**config.mk**
```make
export PLATFORM = sky130hd
export DESIGN_NAME = driver_lampadas
export DESIGN_NICKNAME = d
export VERILOG_FILES = /design/src/rtl/letreiro_pkg.sv /design/src/rtl/canal_lampada.sv /design/src/rtl/driver_lampadas.sv
export SDC_FILE = /design/constraint.sdc
export NUM_CORES = 1
export LEC_CHECK = 0
export ABC_AREA = 1
export CAP_MARGIN = 20
export CORE_MARGIN = 2
export CORE_UTILIZATION = 54
export CTS_CLUSTER_SIZE = 12
export DETAILED_ROUTE_END_ITERATION = 16
export DONT_BUFFER_PORTS = 1
export PLACE_DENSITY = 0.69
export SLEW_MARGIN = 20
export SYNTH_ARGS = -nofsm -noshare
export SYNTH_HDL_FRONTEND = slang
export SYNTH_SLANG_ARGS = --single-unit
```
**constraint.sdc**
```tcl
create_clock -name clock -period 2 [get_ports clock]
set_clock_uncertainty 0.1 [all_clocks]
set_input_delay 0.2 -clock clock [delete_from_list [all_inputs] [get_ports clock]]
set_output_delay 0.2 -clock clock [all_outputs]
set_load 0.01 [all_outputs]
```
**src/rtl/letreiro_pkg.sv**
```systemverilog
// Shared types for the sign lamp driver: per-lamp fade states and word bits.
package letreiro_pkg;

    typedef enum logic [1:0] {
        APAGADA,
        ACENDENDO,
        ACESA,
        APAGANDO
    } estado_lampada_t;

    localparam int BAR   = 2;
    localparam int MOSCA = 1;
    localparam int AZUL  = 0;

endpackage

```
**src/rtl/canal_lampada.sv**
```systemverilog
// One lamp channel: fade FSM, brightness register and PWM compare.
// CONTADOR_ACENDIMENTOS_EN adds a saturating count of completed fade-ins.
module canal_lampada
    import letreiro_pkg::*;
#(
    parameter int PWM_BITS = 4
) (
    input  logic                clock,
    input  logic                reset,
    input  logic                alvo,
    input  logic                tick,
    input  logic [PWM_BITS-1:0] pwm_cnt,
    output logic                lampada,
    output logic [PWM_BITS-1:0] brilho,
`ifdef CONTADOR_ACENDIMENTOS_EN
    output logic [7:0]          acendimentos,
`endif
    output logic                estavel
);

    localparam logic [PWM_BITS-1:0] MAX  = '1;
    localparam logic [PWM_BITS-1:0] ZERO = '0;
    localparam logic [PWM_BITS-1:0] UM   = PWM_BITS'(1);

    estado_lampada_t     estado_q, estado_d;
    logic [PWM_BITS-1:0] brilho_q, brilho_d;
    logic                lampada_q, lampada_d;

    // A reversal of alvo changes direction only; the step waits for a later tick.
    always_comb begin
        estado_d = estado_q;
        brilho_d = brilho_q;
        unique case (estado_q)
            APAGADA: begin
                if (alvo) estado_d = ACENDENDO;
            end
            ACENDENDO: begin
                if (!alvo) begin
                    estado_d = APAGANDO;
                end else if (tick) begin
                    if (brilho_q != MAX) brilho_d = brilho_q + UM;
                    if (brilho_d == MAX) estado_d = ACESA;
                end
            end
            ACESA: begin
                if (!alvo) estado_d = APAGANDO;
            end
            APAGANDO: begin
                if (alvo) begin
                    estado_d = ACENDENDO;
                end else if (tick) begin
                    if (brilho_q != ZERO) brilho_d = brilho_q - UM;
                    if (brilho_d == ZERO) estado_d = APAGADA;
                end
            end
        endcase
    end

    // Full brightness is a solid on rather than MAX/(MAX+1) duty.
    always_comb begin
        lampada_d = 1'b0;
        if (brilho_q == MAX) begin
            lampada_d = 1'b1;
        end else if (brilho_q != ZERO) begin
            lampada_d = (pwm_cnt < brilho_q);
        end
    end

    always_ff @(posedge clock or posedge reset) begin
        if (reset) begin
            estado_q  <= APAGADA;
            brilho_q  <= ZERO;
            lampada_q <= 1'b0;
        end else begin
            estado_q  <= estado_d;
            brilho_q  <= brilho_d;
            lampada_q <= lampada_d;
        end
    end

`ifdef CONTADOR_ACENDIMENTOS_EN
    logic [7:0] acend_q, acend_d;

    always_comb begin
        acend_d = acend_q;
        if (estado_q == ACENDENDO && estado_d == ACESA && acend_q != 8'hFF) begin
            acend_d = acend_q + 8'd1;
        end
    end

    always_ff @(posedge clock or posedge reset) begin
        if (reset) begin
            acend_q <= 8'd0;
        end else begin
            acend_q <= acend_d;
        end
    end

    assign acendimentos = acend_q;
`endif

    assign lampada = lampada_q;
    assign brilho  = brilho_q;
    assign estavel = (estado_q == APAGADA) || (estado_q == ACESA);

endmodule

```
**src/rtl/driver_lampadas.sv**
```systemverilog
// Sign lamp driver: shared ramp divider and PWM counter feeding per-word fade channels.
// CONTADOR_ACENDIMENTOS_EN adds the acendimentos counter output.
module driver_lampadas
    import letreiro_pkg::*;
#(
    parameter int PWM_BITS  = 4,
    parameter int RAMP_DIV  = 4,
    parameter int NUM_LAMPS = 3
) (
    input  logic                          clock,
    input  logic                          reset,
    input  logic                          liga,
    input  logic [NUM_LAMPS-1:0]          palavras,
    output logic [NUM_LAMPS-1:0]          lampadas,
    output logic                          estavel,
`ifdef CONTADOR_ACENDIMENTOS_EN
    output logic [NUM_LAMPS*8-1:0]        acendimentos,
`endif
    output logic [NUM_LAMPS*PWM_BITS-1:0] brilho
);

    localparam int DIV_W = (RAMP_DIV > 1) ? $clog2(RAMP_DIV) : 1;
    localparam logic [DIV_W-1:0] DIV_FIM = DIV_W'(RAMP_DIV - 1);
    localparam logic [DIV_W-1:0] DIV_UM  = DIV_W'(1);
    localparam logic [PWM_BITS-1:0] PWM_UM = PWM_BITS'(1);

    logic [DIV_W-1:0]    div_cnt_q, div_cnt_d;
    logic [PWM_BITS-1:0] pwm_cnt_q, pwm_cnt_d;
    logic                tick;
    logic [NUM_LAMPS-1:0] alvo;
    logic [NUM_LAMPS-1:0] estavel_canal;

    always_comb begin
        tick      = (div_cnt_q == DIV_FIM);
        div_cnt_d = tick ? '0 : div_cnt_q + DIV_UM;
        pwm_cnt_d = pwm_cnt_q + PWM_UM;
        alvo      = palavras & {NUM_LAMPS{liga}};
    end

    always_ff @(posedge clock or posedge reset) begin
        if (reset) begin
            div_cnt_q <= '0;
            pwm_cnt_q <= '0;
        end else begin
            div_cnt_q <= div_cnt_d;
            pwm_cnt_q <= pwm_cnt_d;
        end
    end

    for (genvar i = 0; i < NUM_LAMPS; i++) begin : g_canal
        canal_lampada #(
            .PWM_BITS(PWM_BITS)
        ) u_canal (
            .clock       (clock),
            .reset       (reset),
            .alvo        (alvo[i]),
            .tick        (tick),
            .pwm_cnt     (pwm_cnt_q),
            .lampada     (lampadas[i]),
            .brilho      (brilho[i*PWM_BITS +: PWM_BITS]),
`ifdef CONTADOR_ACENDIMENTOS_EN
            .acendimentos(acendimentos[i*8 +: 8]),
`endif
            .estavel     (estavel_canal[i])
        );
    end

    assign estavel = &estavel_canal;

endmodule

```
After elaboration in Yosys (flattened, before gate mapping)
Index checks and enable logic that the tools add are counted.

word-level totals
  word-level logic and storage cells = 167
  bits in registers = 27
  input bits = 6
  output and inout port bits = 16

operators by class
  order comparisons = 3
  mux-type cells = 73
  reduce and logical (&&, ||, !) cells = 22
  $add $sub $neg = 8
  bitwise gates (word level) = 1
  equal/unequal tests = 49

operators by type and width
  cell                                                                     number
  4-bit two-way mux                                                        36
  2-bit two-way mux                                                        25
  2-bit inequality test, second input constant                             16
  4-bit == test, second input constant                                     6
  3-bit by 2-bit inequality test with 1-bit output, second input constant  8
  2-bit one-hot mux with 4 select lines                                    3
  4-bit one-hot mux with 2 select lines                                    3
  6-bit AND reduction                                                      3
  4-bit by 1-bit adder with 4-bit output, second input constant            4
  5-bit AND reduction                                                      3
  2-bit == test, second input constant                                     7
  4-bit zero test                                                          3
  4-bit less-than comparator                                               3
  3-bit inequality test, second input constant                             4
  4-bit inequality test, second input constant                             3
  4-bit nonzero test                                                       3
  4-bit by 1-bit subtractor with 4-bit output, second input constant       3
  2-bit by 1-bit == test with 1-bit output, second input constant          3
  2-bit zero test                                                          3
  1-bit two-way mux                                                        6
  2-bit nonzero test                                                       3
  2-bit by 1-bit inequality test with 1-bit output, second input constant  2
  3-bit bitwise AND                                                        1
  1-bit logical OR                                                         3
  2 further kinds                                                          2

Logic depth before layout (Yosys ltp)
Gate-level depths: netlist (run 1).

  depth in word-level cells = 10
  depth in mapped cells = 14
  depth with buffers taken out = 14

By module
From an unflattened synthesis (run 1), not the netlist that was laid out.

unflattened totals
  cells, all modules = 354
  area, all modules = 2363.5 sq um

modules (own cells, without submodules)
  module           sequential area each (sq um)  area each (sq um)  instances  cells an instance
  canal_lampada    175.2                         705.7              3          110
  driver_lampadas  150.1                         246.5              1          24

Worst setup path before layout (run 1)
No wires, ideal clock.

  path type = register to register
  start point = register g_canal[2].u_canal.brilho_q[0]
  end point = register g_canal[2].u_canal.estado_q[0]
  cell stages (with the launch flop) = 10
  required time = 1.783 ns
  library setup time = 0.117 ns
  arrival time = 1.458 ns
  clock period less this slack = 1.674 ns
  path slack = 0.326 ns
  cells stage by stage = dfrtp_1 -> inv_1 -> ha_1 -> nand3_2 -> o21ai_0 -> nand2_1 -> nand2_1 -> nand2_2 -> nand3_1 -> nand2_1

between the ends
  longest elaborated chain between the ends = 8
  elaborated cells between the ends (all ways) = 17
  those cells by class = add/sub (2); eq/ne (4); mux (8); reduce/logical (3)

ends and longest elaborated chain
  what                                                                  RTL line                                  RTL
  start: declaration                                                    canal_lampada.sv:26                       logic [PWM_BITS-1:0] brilho_q, brilho_d;
  start signal: assignment                                              canal_lampada.sv:76                       brilho_q <= brilho_d;
  4-bit by 1-bit adder with 4-bit output, or another cell as far along  canal_lampada.sv:41                       if (brilho_q != MAX) brilho_d = brilho_q + UM;
  4-bit two-way mux (on tied branches)                                  canal_lampada.sv:41, canal_lampada.sv:52
  4-bit two-way mux (on tied branches)                                  canal_lampada.sv:40, canal_lampada.sv:51
  4-bit two-way mux (on tied branches)                                  canal_lampada.sv:38, canal_lampada.sv:49
  4-bit two-way mux                                                     canal_lampada.sv:33                       unique case (estado_q)
  4-bit == test / 4-bit zero test (equally long branches)               canal_lampada.sv:42, canal_lampada.sv:53
  3-bit by 2-bit inequality test with 1-bit output (no line)            --
  6-bit AND reduction (no line) *                                       --
  end signal: assignment                                                canal_lampada.sv:75                       estado_q <= estado_d;
  end: declaration                                                      canal_lampada.sv:25                       estado_lampada_t estado_q, estado_d;

Mark *: on every way between the ends. The rest lies on a longest branch, timed or not. The select of a mux whose other input is x is not followed.
A chain may end at the register's enable or synchronous reset.

Final worst setup path (run 1)
  start point = register g_canal[2].u_canal.brilho_q[1]
  end point = register g_canal[2].u_canal.estado_q[1]

Same word-level chain as after synthesis.

==> impl_metrics.ini, run 1 <==
[worst_setup_path]
r2r_start = g_canal[2].u_canal.brilho[1]
reg2reg_setup_slack_ns = 0.20
start_kind = register
worstPathMaxFanout = 7
worstPathRequired_ns = 2.07
endpoint_kind = register
crit_arrival_ns = 1.87
crit_type = reg -> reg
r2r-end = g_canal[2].u_canal.estado_q[1]
worst_r2r_path_depth = 11

[route]
finalWirelength_mm = 5.02
drcViolationCount = 0
post_drt_via_cell_ratio = 5.21
dr.pass1.iters = 4
drt-initial-drc-count = 188
num_vias = 2140
postRouteAntennaNets = 0
wl_per_cell_um = 12.2

[floorplanning]
die_w_um = 70.2
die_h_um = 70.2
std_cell_rows = 24
coreArea_um2 = 4290
initial_core_util_pct = 55.2
dieArea_um2 = 4930
ioPinCount = 22

[synth]
synth_cell_types = 24
syn_area_um2 = 2370
ys_seq_area_share_pct = 28.5
ys_warn_count = 0
synth_area_per_cell_um2 = 6.85
synthCells = 346
syn-num-nets = 381
synth-seq-cells = 27

[global_route]
overflow = 0
grt_pass1_vias = 2078
grtUsageMet2_pct = 37.5
met3_usage_pct = 2.60
track_usage_pct = 22.2
grt_pass1_wl_mm = 9.03
grt-busiest-layer = met2
grt_max_degree = 28
antenna_found_initial = 0
grt_use_met1_pct = 30.2

[cts]
cts_root_buffer = clkbuf_8
cts_buffers = 3
cts.sinks = 27
worstSkewPairLatency_ns = 0.28
cts_tree = yes
clockBufferDepth = 2
clk_pin_slew_ns = 0.10
htreeDepth = 1

[cells_and_area]
drive_above_1_share_pct = 12.5
final_util_pct = 59.5
antenna_cells = 0
design_area_um2 = 2550
fill_cells = 409
syn_to_final_growth_pct = 7.76
layout.nets = 395
mostFrequentLayoutCells = nand2_1 (112), inv_1 (39), nor2_1 (35)
final_common_cell = nand2_1

[sta]
max_freq_mhz = 556
hold_viol_final = 0
slew_headroom_pct = 73.1
rsz0062_at_grt = no
final.min_clock_period_ns = 1.80
setup_viol_count_final = 0
final_max_slew_viol_count = 0
worst_pin_slew_ns = 0.400
post-route-period-util_pct = 90.0
setup_tns_ns = 0

[placed_design]
placed_cell_area_um2 = 2490
gp_congestion = 0.942
portBuffers = 0
hpwl_mm = 4.00

[hold_path]
worstHoldStart = palavras[0]
whs_path_depth = 5
worstHoldEndpoint = g_canal[0].u_canal.estado_q[1]
hold_class = in -> reg

[status]
run_status = complete, no violations

[run]
cap_violations = 0

[power_and_ir_drop]
leakage_nw = 1.35
powerDensity_nw_per_um2 = 1510
ir_worst_vdd_uv = 749
==> cells in the mapped netlist <==
cell	instances	area [um^2]
nand2_1	112	420
xor2_1	1	8.76
o211ai_1	9	67.6
xnor2_1	1	8.76
o21ai_1	4	20.0
dfrtp_1	27	676
o22ai_1	1	6.26
nor2_2	4	25.0
nor3_4	2	32.5
nand3b_1	2	15.0
nor2_1	35	131
nor3_1	1	5.00
inv_2	5	18.8
ha_1	29	363
a21boi_0	3	22.5
buf_4	4	30.0
nand4_1	2	12.5
o21ai_0	15	75.1
nand3_1	25	125
a31oi_1	1	6.26
a21oi_1	7	35.0
nand2_2	12	75.1
nand3_2	4	40.0
inv_1	40	150
==> per-stage QoR <==
step,power (mW),hold slack (ns),cells,worst slack (ns)
6_report,3.84,0.216,411,0.200
2_1_floorplan,2.92,0.153,346,0.326
4_1_cts,3.85,0.213,411,0.130
3_5_place_dp,3.52,0.0919,406,0.138
3_3_place_gp,3.48,0.0857,406,0.167
5_1_grt,4.31,0.262,411,0.0215
==> timing repair <==
item | in CTS | in global routing
resized for setup | 0 | 4
hold buffers | 1 | 0
setup endpoints to repair | 0 | 3
hold endpoints to repair | 27 | 0
buffers inserted | 0 | 0
==> cell families after synthesis <==
| logic type | synth area share [%] |
|---|---|
| flops | 28.5 |
| fa+ha+maj | 15.3 |
| compound gates | 9.82 |
| simple gates | 37.2 |
| buf+inv | 8.39 |
| xor+xnor | 0.739 |
==> sequential cells by signal, indices dropped and copies added, names as in the netlist <==
signal / count
g_canal.u_canal.lampada: 3
g_canal.u_canal.brilho: 12
pwm_cnt_q: 4
div_cnt_q: 2
g_canal.u_canal.estado_q: 6
==> how the worst max path moves through the flow <==
stage,end,cells after the start,start
2_1_floorplan,g_canal[2].u_canal.estado_q[0],9,g_canal[2].u_canal.brilho[0]
3_3_place_gp,g_canal[2].u_canal.estado_q[1],11,g_canal[2].u_canal.brilho[1]
3_5_place_dp,g_canal[2].u_canal.estado_q[1],11,g_canal[2].u_canal.brilho[1]
4_1_cts,g_canal[2].u_canal.estado_q[1],11,g_canal[2].u_canal.brilho[1]
5_1_grt,g_canal[2].u_canal.brilho[2],9,g_canal[2].u_canal.estado_q[0]
6_report,g_canal[2].u_canal.estado_q[1],11,g_canal[2].u_canal.brilho[1]
==> critical path: stages, from the launching register on <==
cell and delay (ns):
dfrtp_2 0.48, inv_1 0.13, ha_2 0.25, nand3_2 0.14, nand2_1 0.12, nand2_1 0.05, nor2_1 0.10, nand2_1 0.06
nand2_1 0.07, nand2_2 0.06, nand3_1 0.09, nand2_1 0.05
==> where the power goes <==
part | switching, mW | internal, mW
registers | 0.364 | 0.755
clock network | 0.179 | 0.143
logic | 1.50 | 0.901
==> routing by layer <==
metal | part of all wire, % | up-vias
met5 | 0 | -
met4 | 1.6 | 0
met3 | 4.0 | 8
met2 | 47 | 42
met1 | 47 | 958
li1 | - | 1132
==> layout make-up <==
type	count	area, um^2	area share, %
Timing Repair Buffer	13	100	3.92
Tap cell	52	65.1	2.55
Sequential cell	27	677	26.5
Clock buffer	4	45.0	1.76
Multi-Input combinational cell	270	1500	58.6
Inverter	45	169	6.61
Note: power is estimated with default switching activity, not from simulation.
==> inputs of run 2 (changes only) <==
ABC_AREA = unset   (was 1)
==> run 2 against run 1 <==
Against the previous run:
- via count increased by 6.7%
- combinational power rose by 29%
- final cell count decreased by 5.6%
- worst setup slack worse by 0.19 ns
- largest cell class unchanged
- largest power group unchanged
==> impl_metrics.ini, run 2 <==
[worst_setup_path]
cp-endpoint = g_canal[2].u_canal.estado_q[1]
crit_chain = inv_2 > ha_4 > or3b_4 > o211ai_1 > a32o_2 > mux2_2
worstPathRequired_ns = 2.07
critical-path-top-delay-family = flip-flops
crit_type = reg -> reg
critPathMaxStageDelay_ns = 0.47
worst_r2r_path_depth = 6
endpoint_kind = register
r2r_start = g_canal[2].u_canal.brilho[1]
r2r-end = g_canal[2].u_canal.estado_q[1]
start_kind = register
crit_arrival_ns = 2.06
path_depth = 6
slowest_stage = dfrtp_2
worstPathMaxFanout = 5
cp-startpoint = g_canal[2].u_canal.brilho[1]
path_buf_inv = 1
reg2reg_setup_slack_ns = 0.01

[cts]
cts_root_buffer = clkbuf_8
cts_tree = yes
cts.sinks = 27
worstSkewPairLatency_ns = 0.28
clockBufferDepth = 2
htreeDepth = 1
cts_buffers = 3
clk_pin_slew_ns = 0.10

[synth]
async_reset_ff_share_pct = 100
syn_area_um2 = 2390
ys_warn_count = 0
yosysMostFrequentCell = ha_1
yosys.area.top_type_share_pct = 28.3
synth_edf_count = 0
synth_top_cell_by_area = dfrtp_1
synth_area_per_cell_um2 = 8.39
synth_flop_cell = dfrtp_1
syn-num-nets = 320
synth-seq-cells = 27
synthCells = 285
synth_common_cells = ha_1 (29), dfrtp_1 (27), inv_1 (27)
synth_area_leaders = dfrtp_1 (28%), ha_1 (15%), inv_1 (4.2%)
synth_cell_types = 49
ys_seq_area_share_pct = 28.3

[cells_and_area]
drive_above_1_share_pct = 32.4
layout.nets = 372
largest_reg_flops = 12
syn_to_final_growth_pct = 27.0
final_common_cell = buf_4
antenna_cells = 0
mostFrequentLayoutCells = buf_4 (65), nand2_1 (25), ha_1 (22)

[placed_design]
portBuffers = 0
dp_slack_ns = -0.0678
gp_congestion = 0.824
hpwl_mm = 4.35

[sta]
worst_pin_slew_ns = 0.441
rsz0062_at_grt = yes
slew_headroom_pct = 70.4
max_freq_mhz = 504
final_max_slew_viol_count = 0
hold_slack_ns = 0.122
post-route-period-util_pct = 99.3
final.min_clock_period_ns = 1.99
hold_viol_final = 0
setup_tns_ns = 0
setup_viol_count_final = 0
final.setup.worst_slack_ns = 0.0141

[floorplanning]
die_h_um = 70.5
initial_core_util_pct = 55.3
std_cell_rows = 24
dieArea_um2 = 4980
coreArea_um2 = 4320
die_w_um = 70.5
ioPinCount = 22

[power_and_ir_drop]
powerDensity_nw_per_um2 = 1470
p_total_mw = 4.47
ir_worst_vdd_uv = 879
leakage_nw = 1.36

[global_route]
antenna_found_initial = 0
grt_pass1_vias = 2089
track_usage_pct = 23.7
overflow = 0
grt_max_degree = 24
grt_pass1_wl_mm = 9.64

[route]
wl_per_cell_um = 14.8
finalWirelength_mm = 5.75
met3RoutedLength_um = 326
wl_met1_mm = 2.64
drt-initial-drc-count = 124
postRouteAntennaNets = 0
top_layer = met4
num_vias = 2283
dr_wl_met2_mm = 2.74
drcViolationCount = 0
dr.pass1.iters = 5
post_drt_via_cell_ratio = 5.88

[hold_path]
hold_class = in -> reg

[status]
run_status = complete, no violations

[run]
cap_violations = 0
-- run 2: cell types whose count changed after synthesis, moves of 6 or more --
| cell | delta |
|---|---|
| buf_2 | +9 |
| nand2_1 | -86 |
| nand3_1 | -11 |
| mux2_2 | +6 |
| inv_1 | -13 |
| nand2_2 | -12 |
| o211ai_1 | -6 |
| a21oi_1 | +8 |
| nor3_1 | +6 |
| nand4_1 | +11 |
| nor2_1 | -21 |
-- run 2: where the power goes --
group	internal, mW	switching (mW)	total [mW]
combinational	1.61	1.47	3.09
sequential	0.741	0.312	1.05
clock	0.142	0.189	0.330
total	2.49	1.98	4.47
-- run 2: tightest hold or removal path, delay by kind of cell --
family	cells	cell delay, ns
mux	1	0.14
simple gates	2	0.14
-- run 2: worst min-delay path by stage --
stage | from | to | slack (ns) | cells after the start
after floorplan | reset | div_cnt_q[0] | 0.15 | 1
after global placement | reset | g_canal[0].u_canal.estado_q[0] | -0.09 | 1
after detailed placement | reset | g_canal[0].u_canal.estado_q[0] | -0.09 | 1
after CTS | liga | g_canal[2].u_canal.estado_q[0] | 0.11 | 3
after global routing | liga | g_canal[2].u_canal.estado_q[0] | 0.14 | 3
final | liga | g_canal[2].u_canal.estado_q[0] | 0.12 | 3
-- run 2: final cells by class --
cell class	count	area [um^2]
flip-flops and latches	27	683
clock buffers	3	41.3
well taps	52	65.1
inverters	27	106
clock inverters	1	7.51
multi-input cells	212	1640
repair buffers	66	498
fillers	351	1290
-- run 2: repair_timing --
item                       in CTS  in global routing
setup endpoints to repair       4                 12
cloned                          0                  0
hold endpoints to repair       27                  0
pin swaps                       3                 12
setup buffers                   3                  5
gates resized for setup         2                 18
hold buffers                    1                  0
-- run 2: routing by layer --
metal	track usage [%]	up-vias
li1	-	1142
met1	33.4	1084
met2	38.8	53
met3	3.28	4
met4	5.87	0
met5	0	-
-- run 2: cells by family (layout without fill, tap and decap cells) --
group | after synthesis | count (layout) | synth area share, %
AOI/OAI and AO/OA | 73 | 73 | 21.1
xor gates and xnor gates | 5 | 5 | 1.83
adders and majority gates | 29 | 29 | 15.2
buffers and inverters | 46 | 97 | 8.79
DFF | 27 | 27 | 28.3
muxes | 8 | 8 | 3.66
and+or+nand+nor | 97 | 97 | 21.2
-- run 2: metrics by stage --
| stage | cells | instance area (um^2) | utilization, % |
|---|---|---|---|
| 4_1_cts | 383 | 2940 | 68.0 |
| 6_report | 388 | 3040 | 70.2 |
| 5_1_grt | 388 | 3040 | 70.2 |
| 3_3_place_gp | 375 | 2860 | 66.0 |
| 3_5_place_dp | 375 | 2860 | 66.0 |
| 2_1_floorplan | 285 | 2480 | - |
==> inputs of run 3 (changes only) <==
==> constraint.sdc (replaced) <==
create_clock -name clock -period 2 [get_ports clock]
set_clock_uncertainty 0.1 [all_clocks]
set_input_delay 0.1 -clock clock [delete_from_list [all_inputs] [get_ports clock]]
set_output_delay 0.1 -clock clock [all_outputs]
set_load 0.01 [all_outputs]
==> run 3 against run 2 <==
Against the previous run:
- the run now ends with negative setup slack left
- critical path depth grew 1
- maximum frequency shrank 1.4%
- combinational power is essentially flat
- largest power group unchanged
==> impl_metrics.ini, run 3 (synthesis results as in run 2) <==
[floorplanning]
coreArea_um2 = 4320
std_cell_rows = 24
ioPinCount = 22
initial_core_util_pct = 55.3
die_w_um = 70.5
die_h_um = 70.5
dieArea_um2 = 4980

[route]
postRouteAntennaNets = 0
dr.pass1.iters = 4
finalWirelength_mm = 5.76
drt-initial-drc-count = 123
post_drt_via_cell_ratio = 5.82
wl_per_cell_um = 14.9
drcViolationCount = 0
num_vias = 2247

[worst_setup_path]
critPathMaxStageDelay_ns = 0.46
slowest_stage = dfrtp_2
crit_type = reg -> reg
worst_r2r_path_depth = 7
endpoint_kind = register
worstPathRequired_ns = 2.07
start_kind = register
path_buf_inv = 1
crit_arrival_ns = 2.08
critical-path-top-delay-family = simple AND/OR/NAND/NOR gates
path_depth = 7
crit_chain = inv_4 > ha_4 > or3b_4 > nand4_1 > nand3_2 > a22oi_2 > mux2_4
worstPathMaxFanout = 4

[cts]
clockBufferDepth = 2
cts_tree = yes
cts_root_buffer = clkbuf_8
htreeDepth = 1
clk_pin_slew_ns = 0.10
cts_buffers = 3
worstSkewPairLatency_ns = 0.28
cts.sinks = 27

[global_route]
antenna_found_initial = 0
track_usage_pct = 24.4
grt_pass1_wl_mm = 9.94
grt_pass1_vias = 2189
overflow = 0
grt_max_degree = 18

[sta]
hold_slack_ns = 0.00882
final_max_slew_viol_count = 0
final.setup.worst_slack_ns = -0.0137
post-route-period-util_pct = 101
max_freq_mhz = 497
rsz0062_at_grt = yes
final.min_clock_period_ns = 2.01
worst_pin_slew_ns = 0.660
hold_viol_final = 0
setup_viol_count_final = 4
slew_headroom_pct = 56.0

[power_and_ir_drop]
p_seq_share_pct = 23.7
intPower_mw = 2.47
power.switching_mw = 1.98
sw_frac_of_total_pct = 44.4
p_clk_share_pct = 7.3
leakage_nw = 1.36
comb_power_share_pct = 69.1
ir_worst_vdd_uv = 709
powerDensity_nw_per_um2 = 1470

[cells_and_area]
mostFrequentLayoutCells = buf_4 (63), nand2_1 (25), ha_1 (23)
syn_to_final_growth_pct = 26.7
largest_reg_flops = 12
register_area_um2 = 683
final_common_cell = buf_4
fill_cells = 360
design_area_um2 = 3030
fin_cells = 386
drive_above_1_share_pct = 32.9
layout.nets = 370
multi_input_area_um2 = 1650
antenna_cells = 0

[run]
cap_violations = 0

[placed_design]
hpwl_mm = 4.42
dp.cells = 375
dp_slack_ns = -0.0639
portBuffers = 0
gp_congestion = 0.832
placed_cell_area_um2 = 2860

[status]
run_status = complete, but fails checks
violations = negative setup slack

[hold_path]
whs_path_depth = 3
hold_class = in -> reg
## run 3: cell count changes in the layout (fill, tap and decap cells not counted), sizes merged
cell / delta
clkinvlp: -1
buf: -2
clkinv: +1
## run 3: what timing repair did
| action | in CTS | in global routing |
|---|---|---|
| pin swaps | 4 | 9 |
| endpoints found under the setup margin | 6 | 12 |
| hold buffers | 1 | 0 |
| resized for setup | 3 | 20 |
| buffers inserted | 3 | 3 |
| hold endpoints to repair | 16 | 0 |
## run 3: final cells by class
| class | count | share of cell area [%] |
|---|---|---|
| multi-input cells | 212 | 54.3 |
| flip-flops and latches | 27 | 22.6 |
| repair buffers | 64 | 15.9 |
| inverters | 27 | 3.51 |
| well taps | 52 | 2.15 |
| clock buffers | 3 | 1.36 |
| clock inverters | 1 | 0.165 |
## run 3: worst reg2reg max path, stage by stage (launching register included)
cell	delay, ns
dfrtp_2	0.46
inv_4	0.08
ha_4	0.12
or3b_4	0.37
nand4_1	0.10
nand3_2	0.10
a22oi_2	0.27
mux2_4	0.32
## run 3: path summary, 6_finish.rpt
| kind | startpoint | to | slack (ns) |
|---|---|---|---|
| worst max register to register | g_canal[1].u_canal.brilho[0] | g_canal[1].u_canal.estado_q[1] | -0.01 |
| max in group asynchronous | reset | g_canal[1].u_canal.brilho[0] | 0.93 |
| worst min-delay path | liga | g_canal[2].u_canal.estado_q[0] | 0.009 |
| min in group asynchronous | reset | g_canal[0].u_canal.estado_q[1] | 0.24 |
| worst max-delay path | g_canal[1].u_canal.brilho[0] | g_canal[1].u_canal.estado_q[1] | -0.01 |
| worst min register to register | div_cnt_q[0] | div_cnt_q[0] | 0.33 |
## run 3: stage by stage
| stage | util [%] | TNS, ns | power (mW) |
|---|---|---|---|
| after floorplan | - | -0.402 | 2.98 |
| after global placement | 66.0 | -0.0348 | 3.86 |
| after detailed placement | 66.0 | -0.203 | 3.92 |
| after CTS | 68.1 | 0 | 4.32 |
| after global routing | 70.1 | -0.329 | 4.86 |
| final | 70.1 | -0.0496 | 4.45 |
## run 3: power groups by stage
stage | Clock [mW] | Combinational (mW) | Sequential (mW)
floorplan | 0 | 2.01 | 0.978
CTS | 0.333 | 2.96 | 1.03
finish | 0.324 | 3.08 | 1.05
global route | 0.347 | 3.42 | 1.09
global placement | 0 | 2.82 | 1.04
detailed placement | 0 | 2.88 | 1.05
## run 3: per-layer routing
layer / wire length (um) / track usage (%) / vias to the layer above
li1: - / - / 1131
met1: 2690 / 34.4 / 1057
met2: 2730 / 39.9 / 55
met3: 301 / 3.13 / 4
met4: 42 / 6.50 / 0
met5: 0 / 0 / -
